[src/rtl/instruction_encoder.sv]
// Packs instruction fields (R/RI/I/J formats) into words and writes them to consecutive
// instruction-memory addresses. Optional macro ENCODER_FIELD_CHECK_EN rejects out-of-range immediates.
module instruction_encoder #(
  parameter int INSTRUCTION_SIZE = 20,
  parameter int OP_SIZE          = 6,
  parameter int REG_ADDRESS_SIZE = 2,
  parameter int IMEM_ADDR_SIZE   = 8
) (
  input  logic                        clk,
  input  logic                        reset,
  input  logic                        start,
  input  logic [IMEM_ADDR_SIZE-1:0]   base_addr,
  input  logic                        in_valid,
  output logic                        in_ready,
  input  logic [1:0]                  fmt,
  input  logic [OP_SIZE-1:0]          opcode,
  input  logic [REG_ADDRESS_SIZE-1:0] rAlpha,
  input  logic [REG_ADDRESS_SIZE-1:0] rBeta,
  input  logic [REG_ADDRESS_SIZE-1:0] rGamma,
  input  logic [15:0]                 imm,
  input  logic                        in_last,
  output logic                        imem_we,
  output logic [IMEM_ADDR_SIZE-1:0]   imem_addr,
  output logic [INSTRUCTION_SIZE-1:0] imem_wdata,
  output logic                        busy,
  output logic                        full,
  output logic                        done,
  output logic                        err
);

  localparam int OP_LSB    = INSTRUCTION_SIZE - OP_SIZE;
  localparam int ALPHA_LSB = OP_LSB - REG_ADDRESS_SIZE;
  localparam int BETA_LSB  = ALPHA_LSB - REG_ADDRESS_SIZE;
  localparam int GAMMA_LSB = BETA_LSB - REG_ADDRESS_SIZE;
  localparam int RI_IMM_W  = BETA_LSB;
  localparam int I_IMM_W   = ALPHA_LSB;
  localparam int J_LSB     = 5;
  localparam int J_IMM_W   = OP_LSB - J_LSB;

  typedef enum logic [1:0] {IDLE, ACTIVE, FULL} stateType;
  typedef enum logic [1:0] {FMT_R, FMT_RI, FMT_I, FMT_J} fmtType;

  stateType                    state, stateNext;
  logic [IMEM_ADDR_SIZE-1:0]   wrPtr, wrPtrNext;
  logic [IMEM_ADDR_SIZE-1:0]   addrNext;
  logic [INSTRUCTION_SIZE-1:0] encoded, wdataNext;
  logic                        weNext, doneNext, errNext, immOk;

  assign busy     = (state == ACTIVE);
  assign in_ready = (state == ACTIVE);
  assign full     = (state == FULL);

  // NOTE: every signal written here gets a default first, so no path can infer a latch.
  always_comb begin
    encoded = '0;
    encoded[INSTRUCTION_SIZE-1 -: OP_SIZE] = opcode;
    case (fmtType'(fmt))
      FMT_R: begin
        encoded[ALPHA_LSB +: REG_ADDRESS_SIZE] = rAlpha;
        encoded[BETA_LSB  +: REG_ADDRESS_SIZE] = rBeta;
        encoded[GAMMA_LSB +: REG_ADDRESS_SIZE] = rGamma;
      end
      FMT_RI: begin
        encoded[ALPHA_LSB +: REG_ADDRESS_SIZE] = rAlpha;
        encoded[BETA_LSB  +: REG_ADDRESS_SIZE] = rBeta;
        encoded[RI_IMM_W-1:0]                  = imm[RI_IMM_W-1:0];
      end
      FMT_I: begin
        encoded[ALPHA_LSB +: REG_ADDRESS_SIZE] = rAlpha;
        encoded[I_IMM_W-1:0]                   = imm[I_IMM_W-1:0];
      end
      default: encoded[J_LSB +: J_IMM_W] = imm[J_IMM_W-1:0];
    endcase
  end

`ifdef ENCODER_FIELD_CHECK_EN
  localparam int RI_MAX = 2**(RI_IMM_W-1) - 1;
  localparam int I_MAX  = 2**(I_IMM_W-1) - 1;
  localparam int J_MAX  = 2**J_IMM_W - 1;

  logic signed [31:0] immValue;
  assign immValue = 32'($signed(imm));

  always_comb begin
    immOk = 1'b1;
    case (fmtType'(fmt))
      FMT_RI:  immOk = (immValue >= -(RI_MAX + 1)) && (immValue <= RI_MAX);
      FMT_I:   immOk = (immValue >= -(I_MAX + 1)) && (immValue <= I_MAX);
      FMT_J:   immOk = (immValue >= 0) && (immValue <= J_MAX);
      default: immOk = 1'b1;
    endcase
  end
`else
  // Immediates are silently truncated; the upper bits and error path are never consumed.
  logic unusedBits;
  assign immOk      = 1'b1;
  assign unusedBits = ^{imm[15:I_IMM_W], errNext};
  assign err        = 1'b0;
`endif

  always_comb begin
    stateNext = state;
    wrPtrNext = wrPtr;
    weNext    = 1'b0;
    addrNext  = imem_addr;
    wdataNext = imem_wdata;
    doneNext  = 1'b0;
    errNext   = 1'b0;
    case (state)
      ACTIVE: begin
        if (in_valid) begin
          if (immOk) begin
            weNext    = 1'b1;
            addrNext  = wrPtr;
            wdataNext = encoded;
            wrPtrNext = wrPtr + IMEM_ADDR_SIZE'(1);
          end else begin
            errNext = 1'b1;
          end
          // A last word ends the load even if it lands on the top address.
          if (in_last)
            stateNext = IDLE;
          else if (immOk && (wrPtr == '1))
            stateNext = FULL;
          doneNext = in_last;
        end
      end
      default: begin
        if (start) begin
          wrPtrNext = base_addr;
          stateNext = ACTIVE;
        end
      end
    endcase
  end

  // NOTE: sequential state uses non-blocking assignments so all flops update from pre-edge values.
  // NOTE: the write port registers are reset too, so a pending write vanishes the moment reset asserts.
  always_ff @(posedge clk or posedge reset) begin
    if (reset) begin
      state      <= IDLE;
      wrPtr      <= '0;
      imem_we    <= 1'b0;
      imem_addr  <= '0;
      imem_wdata <= '0;
      done       <= 1'b0;
    end else begin
      state      <= stateNext;
      wrPtr      <= wrPtrNext;
      imem_we    <= weNext;
      imem_addr  <= addrNext;
      imem_wdata <= wdataNext;
      done       <= doneNext;
    end
  end

`ifdef ENCODER_FIELD_CHECK_EN
  always_ff @(posedge clk or posedge reset) begin
    if (reset) err <= 1'b0;
    else       err <= errNext;
  end
`endif

endmodule

[config.mk]
export PLATFORM = sky130hd
export DESIGN_NAME = instruction_encoder
export DESIGN_NICKNAME = d
export VERILOG_FILES = /design/src/rtl/instruction_encoder.sv
export SDC_FILE = /design/constraint.sdc
export NUM_CORES = 1
export LEC_CHECK = 0
export CAP_MARGIN = 20
export CORE_UTILIZATION = 41
export DETAILED_ROUTE_END_ITERATION = 10
export PLACE_DENSITY = 0.77
export RECOVER_POWER = 25
export SLEW_MARGIN = 30
export SYNTH_ARGS = -nofsm -noshare
export SYNTH_HDL_FRONTEND = slang
export SYNTH_SLANG_ARGS = --single-unit
[constraint.sdc]
create_clock -name clk -period 4.16 [get_ports clk]
set_input_delay 1.248 -clock clk [delete_from_list [all_inputs] [get_ports clk]]
set_output_delay 1.248 -clock clk [all_outputs]
set_load 0.02 [all_outputs]
Word-level counts from Yosys, hierarchy flattened
Index checks and enable logic that the tools add are counted.
{"block": "totals", "in_bits": 43, "ff_bits": 40}
{"block": "op_classes", "n_reduce_logical": 6, "n_mux": 15, "add_sub_neg": 1, "n_eq_ne": 7}
{"op": "two-way mux 8 bit", "n": 3}
{"op": "one-hot mux 6 bit (3 select lines)", "n": 1}
{"op": "two-way mux 2 bit", "n": 5}
{"op": "adder 8 x 1 -> 8 bit, second input constant", "n": 1}
{"op": "== test 8 bit, second input constant", "n": 1}
{"op": "one-hot mux 3 bit (2 select lines)", "n": 1}
{"op": "two-way mux 5 bit", "n": 1}
{"op": "== test 2 x 1 -> 1 bit, second input constant", "n": 2}
{"op": "== test 2 bit, second input constant", "n": 2}
{"op": "two-way mux 1 bit", "n": 4}
{"op": "AND reduction 2 bit", "n": 2}
{"op": "inequality test 3 x 2 -> 1 bit, second input constant", "n": 1}
{"op": "AND reduction 3 bit", "n": 1}
{"op": "zero test 2 bit", "n": 1}
{"op": "inequality test 2 bit, second input constant", "n": 1}
{"op": "nonzero test 2 bit", "n": 1}
{"op": "OR reduction 2 bit", "n": 1}

Depth between registers and ports, before layout
{"block": "logic_depth", "word_depth": 5, "ltp_mapped": 6}

Worst setup path after synthesis
No wires, ideal clock.
{"block": "synth_timing", "path_kind": "register to output", "start": "register state[1]", "end": "output in_ready", "path_stages_with_launch": 5, "n_path_buf": 2, "arrival_time_ps": 943, "setup_slack_ps": 1969, "cell_sequence": "dfrtp_1 -> nand2b_1 -> buf_2 -> inv_2 -> buf_4"}
{"block": "synth_between", "elab_chain_len": 1}
{"element": "start, declared", "line": "43", "source": "stateType state, stateNext;"}
{"element": "start signal, assigned", "line": "148", "source": "state <= stateNext;"}
{"element": "== test 2 x 1 -> 1 bit"}
{"element": "end, declared", "line": "14", "source": "output logic in_ready,"}
No other way between the ends.

Worst setup path in the final report
{"block": "layout_timing", "start": "register state[1]", "end": "output busy"}
{"block": "layout_between", "elab_chain_len": 1}
{"element": "== test 2 x 1 -> 1 bit", "line": "49", "source": "assign busy = (state == ACTIVE);"}
{"element": "end, declared", "line": "25", "source": "output logic busy,"}
No other way between the ends.

==> impl_metrics.env <==
export IMPL_dr_pass1_iters=4
export IMPL_status="completed"
export IMPL_postSynthNetCount=244
export IMPL_crit_type="flip-flop to output pin"
export IMPL_syn_inst=196
export IMPL_ys_ff_latch=40
export IMPL_timing_hold_violations_final=0
export IMPL_globalRoute_totalOverflow=0
export IMPL_clkPwrFrac_pct=20.4
export IMPL_routed_wl_um=4150
export IMPL_drive_gt1_share_pct=7.06
export IMPL_grt_first_pass_wirelength_um=7190
export IMPL_r2r_end="state[1]"
export IMPL_cts_buffers=5
export IMPL_wl_per_cell_um=12.9
export IMPL_crit_buf_inv=2
export IMPL_required_ns=2.91
export IMPL_viasPerCell=5.08
export IMPL_crit_path_top_delay_cell="clkdlybuf4s50_1"
export IMPL_max_freq_mhz=338
export IMPL_place_congestion=0.804
export IMPL_antenna_found_initial=0
export IMPL_num_rows=24
export IMPL_final_nets=316
export IMPL_vdd_drop_max_mv=0.159
export IMPL_finalClockSkew_ns=0.00485
export IMPL_grt_pass1_vias=1576
export IMPL_numPortBuffers=71
export IMPL_hold_path_depth=2
export IMPL_hold_class="flip-flop to flip-flop"
export IMPL_top_level_ports=77
export IMPL_drc=0
export IMPL_dieArea_mm2=0.00480
export IMPL_cts_num_sinks=40
export IMPL_ys_types=36
export IMPL_ys_seq_area_share_pct=53.9
export IMPL_hp_start="imem_addr[3]"
export IMPL_powerDensity_mw_per_mm2=478
export IMPL_arrival_ns=1.71
export IMPL_cp_max_fo=8
export IMPL_ff2ff_setup_slack_ns=2.51
export IMPL_hpwl_um=3090
export IMPL_htree_num_levels=2
export IMPL_fp_coreArea_mm2=0.00435
export IMPL_maxCapViolCount=0
export IMPL_slew_headroom_pct=45.6
export IMPL_track_usage_pct=18.8
export IMPL_p_seq_share_pct=43.9
export IMPL_cpLargestDelayFamily="buffers and inverters"
export IMPL_drv_slew=0
export IMPL_first_iter_violations=106
export IMPL_fill_cells=406
export IMPL_p_leak_nw=1.16
export IMPL_grt_setup_unrepaired="no"
export IMPL_tritoncts="done"
export IMPL_ctsHoldBuffers=0
export IMPL_setup_violations_final=0
export IMPL_fin_setup_tns_ns=0
export IMPL_post_cts_setup_buffer_count=0
export IMPL_synthesis_area_mm2=0.00186
export IMPL_grt_max_degree=33
export IMPL_endpoint_kind="output pin"
export IMPL_total_power_w=0.00129
export IMPL_max_stage_delay_ns=0.62
export IMPL_final_min_clock_period_ns=2.96
export IMPL_rr_startpoint="state[1]"
export IMPL_period_share_pct=71.2
export IMPL_die_h_um=69.3
export IMPL_ant_nets=0
export IMPL_clockBufferDepth=2
export IMPL_min_to="imem_addr[3]"
export IMPL_p_sw_w=0.000436
export IMPL_syn2layout_area_growth_pct=45.0
export IMPL_dieWidth_um=69.3
export IMPL_critPathLaunchType="flip-flop"
export IMPL_clk_pin_slew_ns=0.08
export IMPL_syn_avg_cell_area_um2=9.47
export IMPL_worstPathCellList="nand2b_1 -> inv_2 -> clkdlybuf4s50_1"
export IMPL_switching_share_pct=33.9
export IMPL_r2r_cells=3
export IMPL_power_frac_comb_pct=35.7
export IMPL_worst_pin_slew_ns=0.816
export IMPL_synth_warning_count=0
export IMPL_diodes=0
export IMPL_internal_power_w=0.000849
export IMPL_ctsResizeCount=0
export IMPL_insertion_delay_ns=0.29
export IMPL_vias=1630
export IMPL_root_buffer="clkbuf_8"
export IMPL_start_util_pct=42.6
==> flip-flops by register name, indices dropped and copies added (netlist names) <==
register and flops:
imem_we 1, wrPtr 8, state 2, imem_wdata 20
imem_addr 8, done 1
==> power by group through the flow <==
stage | registers, W | logic [W] | clock network [W]
after floorplan | 0.000639 | 0.000175 | 0
after global placement | 0.000564 | 0.000456 | 0
after detailed placement | 0.000571 | 0.000464 | 0
after CTS | 0.000563 | 0.000466 | 0.000269
after global routing | 0.000579 | 0.000502 | 0.000289
final | 0.000564 | 0.000459 | 0.000262
==> area by class of cell <==
class                      instances  area [µm²]  area share (%)
inverter                           6        22.5           0.837
clock buffer                       8        90.1            3.35
tap                               52        65.1            2.42
multi-input combinational        141         782            29.1
sequential                        40        1000            37.2
timing repair buffer              74         729            27.1
==> synthesized netlist by cell type, drive strengths merged <==
master / instances / area share (%)
a211o: 1 / 0.47
a211oi: 1 / 0.40
a21oi: 13 / 3.5
a22oi: 4 / 1.6
a311oi: 1 / 0.47
a41oi: 1 / 0.47
and2: 1 / 0.34
and3: 1 / 0.34
buf: 6 / 1.9
clkbuf: 3 / 0.61
conb: 1 / 0.20
dfrtp: 40 / 54
ha: 5 / 3.4
inv: 6 / 1.2
mux2: 7 / 4.4
mux2i: 1 / 0.54
nand2: 53 / 11
nand2b: 1 / 0.34
nand3: 4 / 1.1
nand3b: 1 / 0.61
nand4: 1 / 0.34
nor2: 10 / 2.0
nor2b: 1 / 0.34
nor3: 2 / 0.54
o211ai: 1 / 0.40
o21ai: 21 / 5.7
o21bai: 1 / 0.40
o221a: 2 / 1.2
o22a: 1 / 0.47
o22ai: 2 / 0.67
o311ai: 1 / 0.47
o32ai: 1 / 0.47
or4: 1 / 0.40
==> cells by family after synthesis <==
kind of cell	after synthesis	synth area share [%]
flops	40	53.9
fa+ha+maj	5	3.37
mux	8	4.99
simple gates	76	17.1
other cells	1	0.202
compound gates	51	16.7
buf+inv	15	3.71
==> how the worst max path moves through the flow <==
stage | from | to | slack, ns | depth (start not counted)
after floorplan | state[1] | in_ready | 1.97 | 4
after global placement | in_valid | imem_wdata[14] | 1.04 | 4
after detailed placement | in_valid | state[1] | 1.02 | 4
after CTS | state[1] | busy | 1.18 | 3
after global routing | state[1] | in_ready | 1.10 | 3
final | state[1] | busy | 1.20 | 3
==> stage by stage <==
step	hold WS [ns]	util [%]	worst slack (ns)	cell area [µm²]	std cells
final	0.474	61.8	1.20	2690	321
after global routing	0.503	61.8	1.10	2690	321
after CTS	0.480	62.0	1.18	2700	321
after detailed placement	0.462	59.9	1.02	2610	313
after global placement	0.456	59.9	1.04	2610	313
after floorplan	0.456	-	1.97	1860	196
==> placed cells by master, fill, tap and decap left out, types with 3 or more instances in the layout <==
cell             count
o21ai_0             21
a21oi_1             13
dfrtp_1             40
clkbuf_1             3
a22oi_1              4
ha_1                 5
nor2_1              10
clkbuf_8             6
nand3_1              4
clkdlybuf4s50_1     69
mux2_2               6
inv_1                4
nand2_1             53
==> layer usage <==
| metal | track usage, % | vias up | routed length (µm) |
|---|---|---|---|
| met5 | 0 | - | 0 |
| met4 | 7.48 | 0 | 47 |
| met3 | 4.65 | 5 | 302 |
| met2 | 30.3 | 67 | 1960 |
| met1 | 24.3 | 737 | 1830 |
| li1 | - | 821 | - |
==> worst register-to-register path: stages, from the launching register on <==
cell      delay [ns]
dfrtp_1         0.39
nand3b_2        0.48
buf_4           0.37
o32ai_1         0.31
No activity file was read; power rests on OpenSTA's default activity.
